$ cat src/rtl/seq_pkg.sv
// Shared types and constants for the round-robin serial 10010 scanner.
package seq_pkg;

  typedef enum logic [1:0] {
    StIdle,
    StShift,
    StReport
  } arb_state_e;

  typedef enum logic [2:0] {
    DetIdle,
    Det1,
    Det10,
    Det100,
    Det1001
  } det_state_e;

  localparam logic [4:0]  PATTERN    = 5'b10010;
  localparam int unsigned PAT_LEN    = 5;
  localparam int unsigned N_REQ_DEF  = 4;
  localparam int unsigned WORD_W_DEF = 8;

endpackage

$ cat src/rtl/pat_det.sv
// Serial overlapping 10010 detector; hit flags the bit that completes the pattern.
module pat_det
  import seq_pkg::*;
(
  input  logic clk,
  input  logic rst,
  input  logic clr,
  input  logic bit_vld,
  input  logic bit_in,
  output logic hit
);

  det_state_e state_q, state_d;

  always_ff @(posedge clk or posedge rst) begin
    if (rst) begin
      state_q <= DetIdle;
    end else begin
      state_q <= state_d;
    end
  end

  assign hit = bit_vld && (state_q == Det1001) && (bit_in == PATTERN[0]);

  // After a hit the trailing "10" is kept so overlapping matches are counted.
  always_comb begin
    state_d = state_q;
    if (clr) begin
      state_d = DetIdle;
    end else if (bit_vld) begin
      case (state_q)
        DetIdle: state_d = bit_in ? Det1    : DetIdle;
        Det1:    state_d = bit_in ? Det1    : Det10;
        Det10:   state_d = bit_in ? Det1    : Det100;
        Det100:  state_d = bit_in ? Det1001 : DetIdle;
        Det1001: state_d = bit_in ? Det1    : Det10;
        default: state_d = DetIdle;
      endcase
    end
  end

endmodule

$ cat src/rtl/seq_scan_arb.sv
// Round-robin arbiter sharing one serial 10010 detector; scans one word MSB first per grant
// and reports the hit count with a one-cycle done strobe.
module seq_scan_arb
  import seq_pkg::*;
#(
  parameter int unsigned N_REQ  = N_REQ_DEF,
  parameter int unsigned WORD_W = WORD_W_DEF
) (
  input  logic                         clk,
  input  logic                         rst,
  input  logic [N_REQ-1:0]             req_valid,
  input  logic [N_REQ*WORD_W-1:0]      req_data,
  output logic [N_REQ-1:0]             req_ready,
  output logic                         busy,
  output logic                         done,
  output logic [$clog2(N_REQ)-1:0]     done_id,
  output logic [$clog2(WORD_W):0]      match_cnt
);

  localparam int unsigned IdW  = $clog2(N_REQ);
  localparam int unsigned CntW = $clog2(WORD_W) + 1;

  arb_state_e        state_q, state_d;
  logic [IdW-1:0]    ptr_q, ptr_d;
  logic [IdW-1:0]    id_q, id_d;
  logic [WORD_W-1:0] data_q, data_d;
  logic [CntW-1:0]   bit_cnt_q, bit_cnt_d;
  logic [CntW-1:0]   cnt_q, cnt_d;
  logic [IdW-1:0]    done_id_q, done_id_d;
  logic [CntW-1:0]   match_cnt_q, match_cnt_d;

  logic              grant_vld;
  logic [IdW-1:0]    grant_idx;
  logic [IdW:0]      cand;
  logic              accept;
  logic              det_vld;
  logic              det_hit;

  // Scan from the highest offset down so the lowest offset from ptr_q wins.
  always_comb begin
    grant_vld = 1'b0;
    grant_idx = '0;
    cand      = '0;
    for (int unsigned k = 0; k < N_REQ; k++) begin
      cand = {1'b0, ptr_q} + (IdW + 1)'(N_REQ - 1 - k);
      if (cand >= (IdW + 1)'(N_REQ)) begin
        cand = cand - (IdW + 1)'(N_REQ);
      end
      if (req_valid[cand[IdW-1:0]]) begin
        grant_vld = 1'b1;
        grant_idx = cand[IdW-1:0];
      end
    end
  end

  always_comb begin
    state_d     = state_q;
    ptr_d       = ptr_q;
    id_d        = id_q;
    data_d      = data_q;
    bit_cnt_d   = bit_cnt_q;
    cnt_d       = cnt_q;
    done_id_d   = done_id_q;
    match_cnt_d = match_cnt_q;
    accept      = 1'b0;
    det_vld     = 1'b0;
    case (state_q)
      StIdle: begin
        if (grant_vld && !rst) begin
          accept    = 1'b1;
          state_d   = StShift;
          id_d      = grant_idx;
          data_d    = req_data[int'(grant_idx) * WORD_W +: WORD_W];
          bit_cnt_d = '0;
          cnt_d     = '0;
          ptr_d     = (grant_idx == IdW'(N_REQ - 1)) ? '0 : grant_idx + 1'b1;
        end
      end
      StShift: begin
        det_vld   = 1'b1;
        data_d    = data_q << 1;
        bit_cnt_d = bit_cnt_q + 1'b1;
        if (det_hit && (cnt_q != {CntW{1'b1}})) begin
          cnt_d = cnt_q + 1'b1;
        end
        if (bit_cnt_q == CntW'(WORD_W - 1)) begin
          state_d     = StReport;
          done_id_d   = id_q;
          match_cnt_d = cnt_d;
        end
      end
      StReport: state_d = StIdle;
      default:  state_d = StIdle;
    endcase
  end

  always_ff @(posedge clk or posedge rst) begin
    if (rst) begin
      state_q     <= StIdle;
      ptr_q       <= '0;
      id_q        <= '0;
      data_q      <= '0;
      bit_cnt_q   <= '0;
      cnt_q       <= '0;
      done_id_q   <= '0;
      match_cnt_q <= '0;
    end else begin
      state_q     <= state_d;
      ptr_q       <= ptr_d;
      id_q        <= id_d;
      data_q      <= data_d;
      bit_cnt_q   <= bit_cnt_d;
      cnt_q       <= cnt_d;
      done_id_q   <= done_id_d;
      match_cnt_q <= match_cnt_d;
    end
  end

  pat_det u_pat_det (
    .clk     (clk),
    .rst     (rst),
    .clr     (accept),
    .bit_vld (det_vld),
    .bit_in  (data_q[WORD_W-1]),
    .hit     (det_hit)
  );

  assign req_ready = accept ? (N_REQ'(1) << grant_idx) : '0;
  assign busy      = (state_q != StIdle);
  assign done      = (state_q == StReport);
  assign done_id   = done_id_q;
  assign match_cnt = match_cnt_q;

endmodule

$ cat config.mk
export PLATFORM = sky130hd
export DESIGN_NAME = seq_scan_arb
export DESIGN_NICKNAME = d
export VERILOG_FILES = /design/src/rtl/seq_pkg.sv /design/src/rtl/pat_det.sv /design/src/rtl/seq_scan_arb.sv
export SDC_FILE = /design/constraint.sdc
export NUM_CORES = 1
export LEC_CHECK = 0
export BUFFER_PORTS_ARGS = -buffer_cell sky130_fd_sc_hd__buf_4
export CAP_MARGIN = 40
export CORE_ASPECT_RATIO = 1.5
export CORE_MARGIN = 4
export CORE_UTILIZATION = 52
export CTS_CLUSTER_SIZE = 8
export DETAILED_ROUTE_END_ITERATION = 6
export HOLD_SLACK_MARGIN = 0.02
export MAX_ROUTING_LAYER = met4
export PLACE_DENSITY = 0.77
export SKIP_LAST_GASP = 1
export SYNTH_ARGS = -nofsm -noshare
export SYNTH_HDL_FRONTEND = slang
export SYNTH_SLANG_ARGS = --single-unit
$ cat constraint.sdc
create_clock -name clk -period 2.55 [get_ports clk]
set_input_delay 0.51 -clock clk [delete_from_list [all_inputs] [get_ports clk]]
set_output_delay 0.51 -clock clk [all_outputs]
set_load 0.01 [all_outputs]
Word-level counts from Yosys, hierarchy flattened
Index checks and enable logic that the tools add are counted.
Cells by class
  $add $sub $neg: 10
  $lt $le $gt $ge: 8
  equality and inequality tests: 11
  shift operators: 2
  multiplexer cells: 41
  bitwise gates (word level): 1
  reductions and logical operators: 15
Operator list (count)
  indexed part select 32 x 6 -> 8 bit: 1
  two-way mux 2 bit: 13
  case mux 4 bit (2 select lines): 2
  case mux 8 bit (2 select lines): 1
  less-than comparator 2 x 3 -> 1 bit (second input constant): 4
  two-way mux 1 bit: 12
  two-way mux 4 bit: 3
  case mux 3 bit (4 select lines): 1
  greater-or-equal comparator 3 bit (second input constant): 3
  two-way mux 3 bit: 3
  adder 4 x 1 -> 4 bit (second input constant): 2
  binary-select mux 1 bit (select 2 bit): 4
  two-way mux 8 bit: 1
  AND reduction 2 bit: 4
  subtractor 2 x 1 -> 2 bit (second input constant): 4
  adder 2 x 2 -> 3 bit (second input constant): 2
  equality test 3 x 2 -> 1 bit (second input constant): 2
  nonzero test 2 bit: 3
  equality test 2 bit (second input constant): 2
  equality test 4 x 3 -> 1 bit (second input constant): 1
  logical AND 1 bit: 4
  inequality test 2 bit (second input constant): 2
  inequality test 4 bit (second input constant): 1
  case mux 2 bit (2 select lines): 1
  12 further kinds: 12
Word-level totals
  bits in registers: 31
  input bits: 38
  output and inout port bits: 12
  word-level logic and storage cells: 97

Logic depth before layout (Yosys ltp)
Gate-level depths: netlist (run 1).
  depth in word-level cells: 13
  mapped depth: 7
  depth with buffers taken out: 7

Hierarchy
From an unflattened synthesis (run 1), not the netlist that was laid out.
Unflattened totals
  cells, all modules: 202
  area total of the unflattened synthesis: 1914.3 um2
By module, submodules not included
  seq_scan_arb: instances 1, cells an instance 181, area an instance 1721.7 um2, seq. area each 700.7 um2
  pat_det: instances 1, cells an instance 21, area an instance 192.7 um2, seq. area each 75.1 um2

Worst setup path before layout (run 1)
No wires, ideal clock.
  kind: input to output
  start: input port req_valid[2]
  end: output port req_ready[3]
  data arrival time: 1675 ps
  data required time: 2040 ps
  slack: 365 ps
  cell stages on the path: 6
  buffers on the path: 0
  cells stage by stage: nor2b_1 a211oi_2 nor2_2 inv_1 ha_1 and2_1
Between the ends
  elaborated cells between the ends (all ways): 21
  classes of those cells: 1 x shift; 19 x mux; 1 x reduce/logical
RTL lines
  start, declared: RTL line seq_scan_arb.sv:11  | input logic [N_REQ-1:0] req_valid,
  binary-select mux 1 bit (select 2 bit): RTL line seq_scan_arb.sv:49  | if (req_valid[cand[IdW-1:0]]) begin
  two-way mux 1 bit (not written as such): RTL line seq_scan_arb.sv:49
  two-way mux 2 bit (3 in a row): RTL line seq_scan_arb.sv:49
  two-way mux 2 bit (*): RTL line seq_scan_arb.sv:49
  named net grant_idx[0]: RTL line seq_scan_arb.sv:33  | logic [IdW-1:0] grant_idx;
  left shift 1 x 2 -> 4 bit (*): RTL line seq_scan_arb.sv:128  | assign req_ready = accept ? (N_REQ'(1) << grant_idx) : '0;
  two-way mux 4 bit (*): RTL line seq_scan_arb.sv:128
  end, declared: RTL line seq_scan_arb.sv:13  | output logic [N_REQ-1:0] req_ready,
Mark *: on every way through the listed nets, which the timed path passes. The rest lies on a longest branch. The select of a mux whose other input is x is not followed.

Worst setup path after layout (run 1)
  start: register ptr_q[0]
  end: output port req_ready[3]
Between the ends
  elaborated cells between the ends (all ways): 36
  classes of those cells: 7 x add/sub; 4 x order compare; 1 x shift; 23 x mux; 1 x reduce/logical
RTL lines
  start, declared: RTL line seq_scan_arb.sv:24  | logic [IdW-1:0] ptr_q, ptr_d;
  start signal, assigned: RTL line seq_scan_arb.sv:109  | ptr_q <= ptr_d;
  adder 2 x 2 -> 3 bit: RTL line seq_scan_arb.sv:45  | cand = {1'b0, ptr_q} + (IdW + 1)'(N_REQ - 1 - k);
  greater-or-equal comparator 3 bit or subtractor 2 x 1 -> 2 bit (tied branches): RTL line seq_scan_arb.sv:46, seq_scan_arb.sv:47
  two-way mux 2 bit: RTL line seq_scan_arb.sv:46  | if (cand >= (IdW + 1)'(N_REQ)) begin
  binary-select mux 1 bit (select 2 bit): RTL line seq_scan_arb.sv:49
  two-way mux 1 bit (not written as such): RTL line seq_scan_arb.sv:49
  two-way mux 2 bit (3 in a row): RTL line seq_scan_arb.sv:49
  two-way mux 2 bit (*): RTL line seq_scan_arb.sv:49
  named net grant_idx[0]: RTL line seq_scan_arb.sv:33
  left shift 1 x 2 -> 4 bit (*): RTL line seq_scan_arb.sv:128
  two-way mux 4 bit (*): RTL line seq_scan_arb.sv:128
Marked as above.

==> results of run 1 <==
-- worst min-delay path by stage --
stage / startpoint / end / depth (start not counted)
final: rst / state_q[0] / 2
after global routing: rst / state_q[0] / 2
after CTS: rst / match_cnt[3] / 2
after detailed placement: id_q[1] / id_q[1] / 1
after global placement: id_q[1] / id_q[1] / 1
after floorplan: id_q[0] / id_q[0] / 2
-- timing repair --
action                                 4_1_cts  5_1_grt
resized for setup                            1        1
hold buffers                                 0        0
endpoints found under the hold margin        0        0
setup buffers                                0        2
setup endpoints to repair                    2        4
pin swaps                                    2        2
-- flip-flops by register name, indices dropped and copies added (netlist names) --
name / count
data_q: 8
cnt_q: 4
bit_cnt_q: 4
id_q: 2
u_pat_det.state_q: 3
done_id: 2
match_cnt: 4
state_q: 2
ptr_q: 2
-- layer usage --
layer	up-vias	part of all wire	track usage
met5	-	0	-
met4	0	0.042	0.1183
met3	17	0.048	0.04874
met2	60	0.53	0.4050
met1	814	0.38	0.2498
li1	857	-	-
-- layout by cell type (no fill, tap or decap), drive strengths merged, types with 4 or more instances in the layout --
cell type / count
nor2b: 4
nand2: 30
o21ai: 27
nor2: 9
mux2: 10
buf: 62
nand3: 9
a22o: 4
dfrtp: 31
a21oi: 13
clkbuf: 6
a211o: 7
inv: 5
ha: 6
and2: 4
-- stage by stage --
stage	instance area [um^2]	TNS [ns]	utilization	worst slack, ns
after floorplan	1886	0	-	0.3645
after global placement	2361	0	0.6847	0.0008729
after detailed placement	2361	-0.07149	0.6847	-0.04606
after CTS	2484	0	0.7202	0.01979
after global routing	2505	0	0.7264	0.007313
final	2505	0	0.7264	0.1070
-- logic make-up after synthesis --
group,Yosys count,synth area share
AND/OR/NAND/NOR,72,0.2004
AO/OA/AOI/OAI,65,0.2309
flip-flops,31,0.4114
buffers and inverters,12,0.02454
multiplexers,12,0.07432
adder cells (fa/ha/maj),6,0.03981
XOR/XNOR,4,0.01858
-- layout make-up --
type	count	area (um^2)	share of cell area
clock buffers	6	82.58	0.03297
clock inverters	2	35.03	0.01399
inverters	5	18.77	0.007493
multi-input cells	159	1075	0.4291
flip-flops and latches	31	775.7	0.3097
well taps	42	52.55	0.02098
repair buffers	62	465.4	0.1858
-- worst max-delay path, cell delays in order (launching register included) --
cell	delay [ns]
dfrtp_1	0.40
and2b_1	0.26
nor4_4	0.33
nor2_4	0.10
inv_1	0.13
ha_1	0.18
and2_1	0.12
buf_4	0.11
-- power groups by stage --
stage                     Combinational [W]  Clock (W)  Sequential (W)
final                               0.00114   0.000500        0.000845
after floorplan                    0.000721          0        0.000834
after global routing                0.00127   0.000535        0.000874
after detailed placement            0.00111          0        0.000847
after CTS                           0.00112   0.000508        0.000843
after global placement              0.00108          0        0.000842
==> reports/metrics.csv, run 1 <==
metric;value;unit
status;finished clean;
horizontal die dimension;57.17;um
number of buffers on the longest clock path;2;
DP HPWL;3721;um
cell count after synthesis;202;
count of antenna-violating nets left after detailed routing;0;
total net switching power;0.0009302;W
Critical Path End;req_ready[3];
clock tree root driver cell;clkbuf_8;
WL/cell;15.64;um
FFs w/ async S/R, synth;1.000;
core area;3448;um^2
CP arrival;1.93;ns
Synth Flop Type;dfrtp_1;
Total Nets Final;308;
number of cells in the design after placement;297;
clock slew at the register clock pins of the worst setup and hold paths;0.07;ns
setup skew after layout;0.01161;ns
number of hold-slack violations in the final timing report;0;
drt drc;0;
clock tree from TritonCTS;built;
switching portion of total power;0.3749;
register share of total power;0.341;
number of fill cells in the layout;290;
maximum number of pins on one net before global-route repair;20;
Worst Reg-to-Reg Cells;6;
Critical Path Start Type;flop;
Pre-Repair DR Iteration Count;4;
number of CTS-inserted buffers;5;
Via Count;1748;
number of cells in the finished layout apart from fillers;307;
DRC marker count from the first detailed-route iteration;36;
maxcap violations;0;
post-synthesis sequential area ratio;0.4114;
total of buffers placed on input and output ports;49;
Leakage Power;1.197;nW
worst hold path type;in -> async;
Post-Synthesis Net Count;246;
Reg-to-Reg End;data_q[3];
Combinational Power Share;0.458;
Synth cell types;47;
Avg Synthesized Cell Area;9.334;um^2
cell type contributing the most total cell area after synthesis;dfrtp_1;
proportion of netlist area held by the largest area contributor;0.4114;
wire length of the first global-routing pass;7990;um
Max FO, Critical Path;6;
most frequent cell after synthesis;dfrtp_1;
floorplan die height;81.75;um
Worst Setup Path Type;reg -> out;
overall fraction of global-route tracks in use;0.2332;
Fmax achieved;0.4093;GHz
number of inserted diodes;0;
Clock Power Share;0.202;
post-layout minimum cycle time;2.443;ns
maximum VDD drop;0.0006545;V
area overhead of the layout relative to synthesis;32.85;%
Slew Limit Fails;0;
transition time of the tightest slew-check pin;0.7870;ns
Setup crit start;ptr_q[0];
total design power;0.002481;W
total of flip-flops plus latches after synthesis;31;
yosys synthesis warning count;0;
initial antenna violation count;0;
total I/O pin count;50;
via count of the first global-routing pass;1754;
area of the mapped netlist;1886;um^2
Final setup viols;0;
count of flip-flops with a built-in enable after synthesis;0;
worst max-slew margin expressed relative to the limit;0.4705;
launch point of the worst reg-to-reg path;state_q[1];
Detailed Route WL;4802;um
placement row count;26;
crit path capture type;primary output;
routability congestion estimate from global placement;0.8199;
layout cells sized above 1;0.3321;
setup slack of the worst register-to-register path;0.53;ns
unrepaired setup endpoints after global routing;no;
grt total ovfl;0;
Cell Pwr Density;990.6;nW/um^2
cell-internal power;0.001551;W
effective utilization at floorplan;0.5468;
cell types occupying the most area after synthesis;dfrtp_1 41%, o21ai_0 6.6%, nand2_1 5.6%;
CTS H-tree lvls;2;
latest clock arrival within the worst-skew pair;0.29;ns
top post-synthesis cells by count;31 x dfrtp_1, 28 x nand2_1, 25 x o21ai_0;
Worst EP required;2.04;ns
die area;4673;um^2
final worst-path cycle share;0.9581;
worst hold slack;0.2662;ns
Via density;5.694;
clock tree sinks;31;
Power figures use the tool's default switching activity.
==> run 2, diff against run 1 <==
CELL_PAD_IN_SITES_DETAIL_PLACEMENT = 1   (was unset)
CELL_PAD_IN_SITES_GLOBAL_PLACEMENT = 1   (was unset)
CORE_UTILIZATION = 39   (was 52)
PLACE_DENSITY = 0.78   (was 0.77)
==> run 2 against run 1 <==
  * Combinational power hardly changed
  * First-iteration DRC count is 58% higher
  * Non-clock buffer count is 5 lower
  * Clock skew is 0.0086 ns lower
  * Largest cell class unchanged
==> reports/metrics.csv, run 2 (same netlist as run 1, synthesis figures left out) <==
metric;value;unit;change
status;finished clean;;unchanged
post-layout minimum cycle time;2.403;ns;was 2.443 ns
final worst-path cycle share;0.9425;;was 0.9581
most common library cell in the layout ignoring fill and taps;buf_4;;unchanged
number of buffers on the longest clock path;2;;unchanged
total of buffers placed on input and output ports;49;;unchanged
clock tree from TritonCTS;built;;unchanged
register name with the most flops;data_q;;unchanged
aggregate negative setup slack;0;ns;unchanged
Detailed Route WL;5159;um;was 4802 um
layout cells sized above 1;0.3231;;was 0.3321
Critical Path End;req_ready[3];;unchanged
number of CTS-inserted buffers;5;;unchanged
DP HPWL;4196;um;was 3721 um
Critical Path Start Type;flop;;unchanged
worst path cell trace;and2b_1, nor4_4, nor2_2, inv_1, ha_1, and2_1, buf_4;;was and2b_1, nor4_4, nor2_4, inv_1, ha_1, and2_1, buf_4
Worst path top cell family by delay;simple AND/OR/NAND/NOR gates;;unchanged
unrepaired setup endpoints after global routing;no;;unchanged
WL/cell;15.92;um;was 15.64 um
Worst EP required;2.04;ns;about the same
Leakage Power;1.154;nW;was 1.197 nW
via count of the first global-routing pass;1969;;was 1,754
worst hold path type;in -> async;;unchanged
Setup crit start;ptr_q[0];;unchanged
hold bufs inserted after CTS;0;;unchanged
Worst Setup Path Type;reg -> out;;unchanged
overall fraction of global-route tracks in use;0.1979;;was 0.2332
grt total ovfl;0;;unchanged
Via density;5.367;;was 5.694
worst max-slew margin expressed relative to the limit;0.5238;;was 0.4705
count of buffering cells on the critical path with inverters included;2;;unchanged
clock tree sinks;31;;unchanged
Reg-to-Reg End;cnt_q[0];;was data_q[3]
total I/O pin count;50;;unchanged
CTS H-tree lvls;2;;unchanged
wire length of the first global-routing pass;9066;um;was 7990 um
count of antenna-violating nets left after detailed routing;0;;unchanged
number of cells on the critical path;7;;unchanged
maximum VDD drop;0.0003854;V;was 0.0006545 V
area overhead of the layout relative to synthesis;30.92;%;was 32.85%
clock slew at the register clock pins of the worst setup and hold paths;0.07;ns;about the same
flip-flop count of the largest register, all copies and words added;8;;unchanged
effective utilization at floorplan;0.4084;;was 0.5468
Pre-Repair DR Iteration Count;4;;unchanged
setup skew after layout;0.002991;ns;was 0.01161 ns
share of the core filled with cells in the final layout;0.5347;;was 0.7264
clock tree root driver cell;clkbuf_8;;unchanged
CP arrival;1.89;ns;was 1.93 ns
Via Count;1739;;was 1,748
Total Nets Final;303;;was 308
die area;6034;um^2;was 4673 um^2
latest clock arrival within the worst-skew pair;0.28;ns;was 0.29 ns
largest stage delay on the critical path;0.41;ns;was 0.40 ns
initial antenna violation count;0;;unchanged
setup slack of the worst register-to-register path;0.49;ns;was 0.53 ns
Max FO, Critical Path;4;;was 6
crit path capture type;primary output;;unchanged
horizontal die dimension;64.78;um;was 57.17 um
transition time of the tightest slew-check pin;0.7078;ns;was 0.7870 ns
launch point of the worst reg-to-reg path;state_q[1];;unchanged
number of hold-slack violations in the final timing report;0;;unchanged
drt drc;0;;unchanged
Worst Reg-to-Reg Cells;6;;unchanged
placement row count;30;;was 26
maximum number of pins on one net before global-route repair;24;;was 20
DRC marker count from the first detailed-route iteration;57;;was 36
maxcap violations;0;;unchanged
routability congestion estimate from global placement;0.9165;;was 0.8199
Final setup viols;0;;unchanged
Cell Pwr Density;948.2;nW/um^2;was 990.6 nW/um^2
top library cells by usage in the layout, fill and taps aside;57 x buf_4, 30 x dfrtp_1, 28 x nand2_1;;was 62 x buf_4, 31 x dfrtp_1, 28 x nand2_1
core area;4617;um^2;was 3448 um^2
Crit-path slowest cell;dfrtp_1;;unchanged
floorplan die height;93.16;um;was 81.75 um
Fmax achieved;0.4161;GHz;was 0.4093 GHz
number of inserted diodes;0;;unchanged
Slew Limit Fails;0;;unchanged
[run 2: metrics by stage]
| step | instance area (um^2) | power [W] | worst slack (ns) | instances | hold WS [ns] |
|---|---|---|---|---|---|
| after floorplan | 1886 | 0.001555 | 0.3645 | 202 | 0.4414 |
| after global placement | 2366 | 0.001923 | 0.2008 | 316 | 0.4567 |
| after detailed placement | 2366 | 0.001977 | 0.1494 | 316 | 0.4789 |
| after CTS | 2454 | 0.002357 | 0.05367 | 324 | 0.2262 |
| after global routing | 2469 | 0.002559 | 0.001023 | 324 | 0.2322 |
| final | 2469 | 0.002341 | 0.1466 | 324 | 0.2185 |
[run 2: layout make-up]
| class | instances | area (um^2) |
|---|---|---|
| well taps | 64 | 80.08 |
| clock inverters | 1 | 5.005 |
| clock buffers | 7 | 76.32 |
| flip-flops and latches | 31 | 777.0 |
| multi-input cells | 159 | 1084 |
| repair buffers | 57 | 427.9 |
| fillers | 561 | 2148 |
| inverters | 5 | 18.77 |
[run 2: repair_timing]
item,CTS,global route
buffers inserted,0,0
pin swaps,0,1
gates resized for setup,1,4
setup endpoints to repair,2,2
[run 2: worst min-delay path by stage]
stage | startpoint | end | slack (ns) | cells after the start
final | rst | done_id[0] | 0.22 | 2
after global routing | rst | done_id[1] | 0.23 | 2
after CTS | rst | done_id[0] | 0.23 | 2
after detailed placement | id_q[0] | id_q[0] | 0.48 | 2
after global placement | id_q[1] | id_q[1] | 0.46 | 1
after floorplan | id_q[0] | id_q[0] | 0.44 | 2
[run 2: where the power goes]
| group | internal (W) | switching (W) | leakage (nW) | total (W) |
|---|---|---|---|---|
| Clock | 0.000191 | 0.000183 | 0.0422 | 0.000374 |
| Combinational | 0.000524 | 0.000590 | 0.717 | 0.00111 |
| Sequential | 0.000688 | 0.000165 | 0.394 | 0.000853 |
[run 2: routing by layer]
layer,global-route usage,vias to the layer above,wire (um)
met4,0.06878,0,116
met1,0.2112,835,1994
met5,-,-,0
met2,0.3612,46,2843
li1,-,847,-
met3,0.03486,11,204
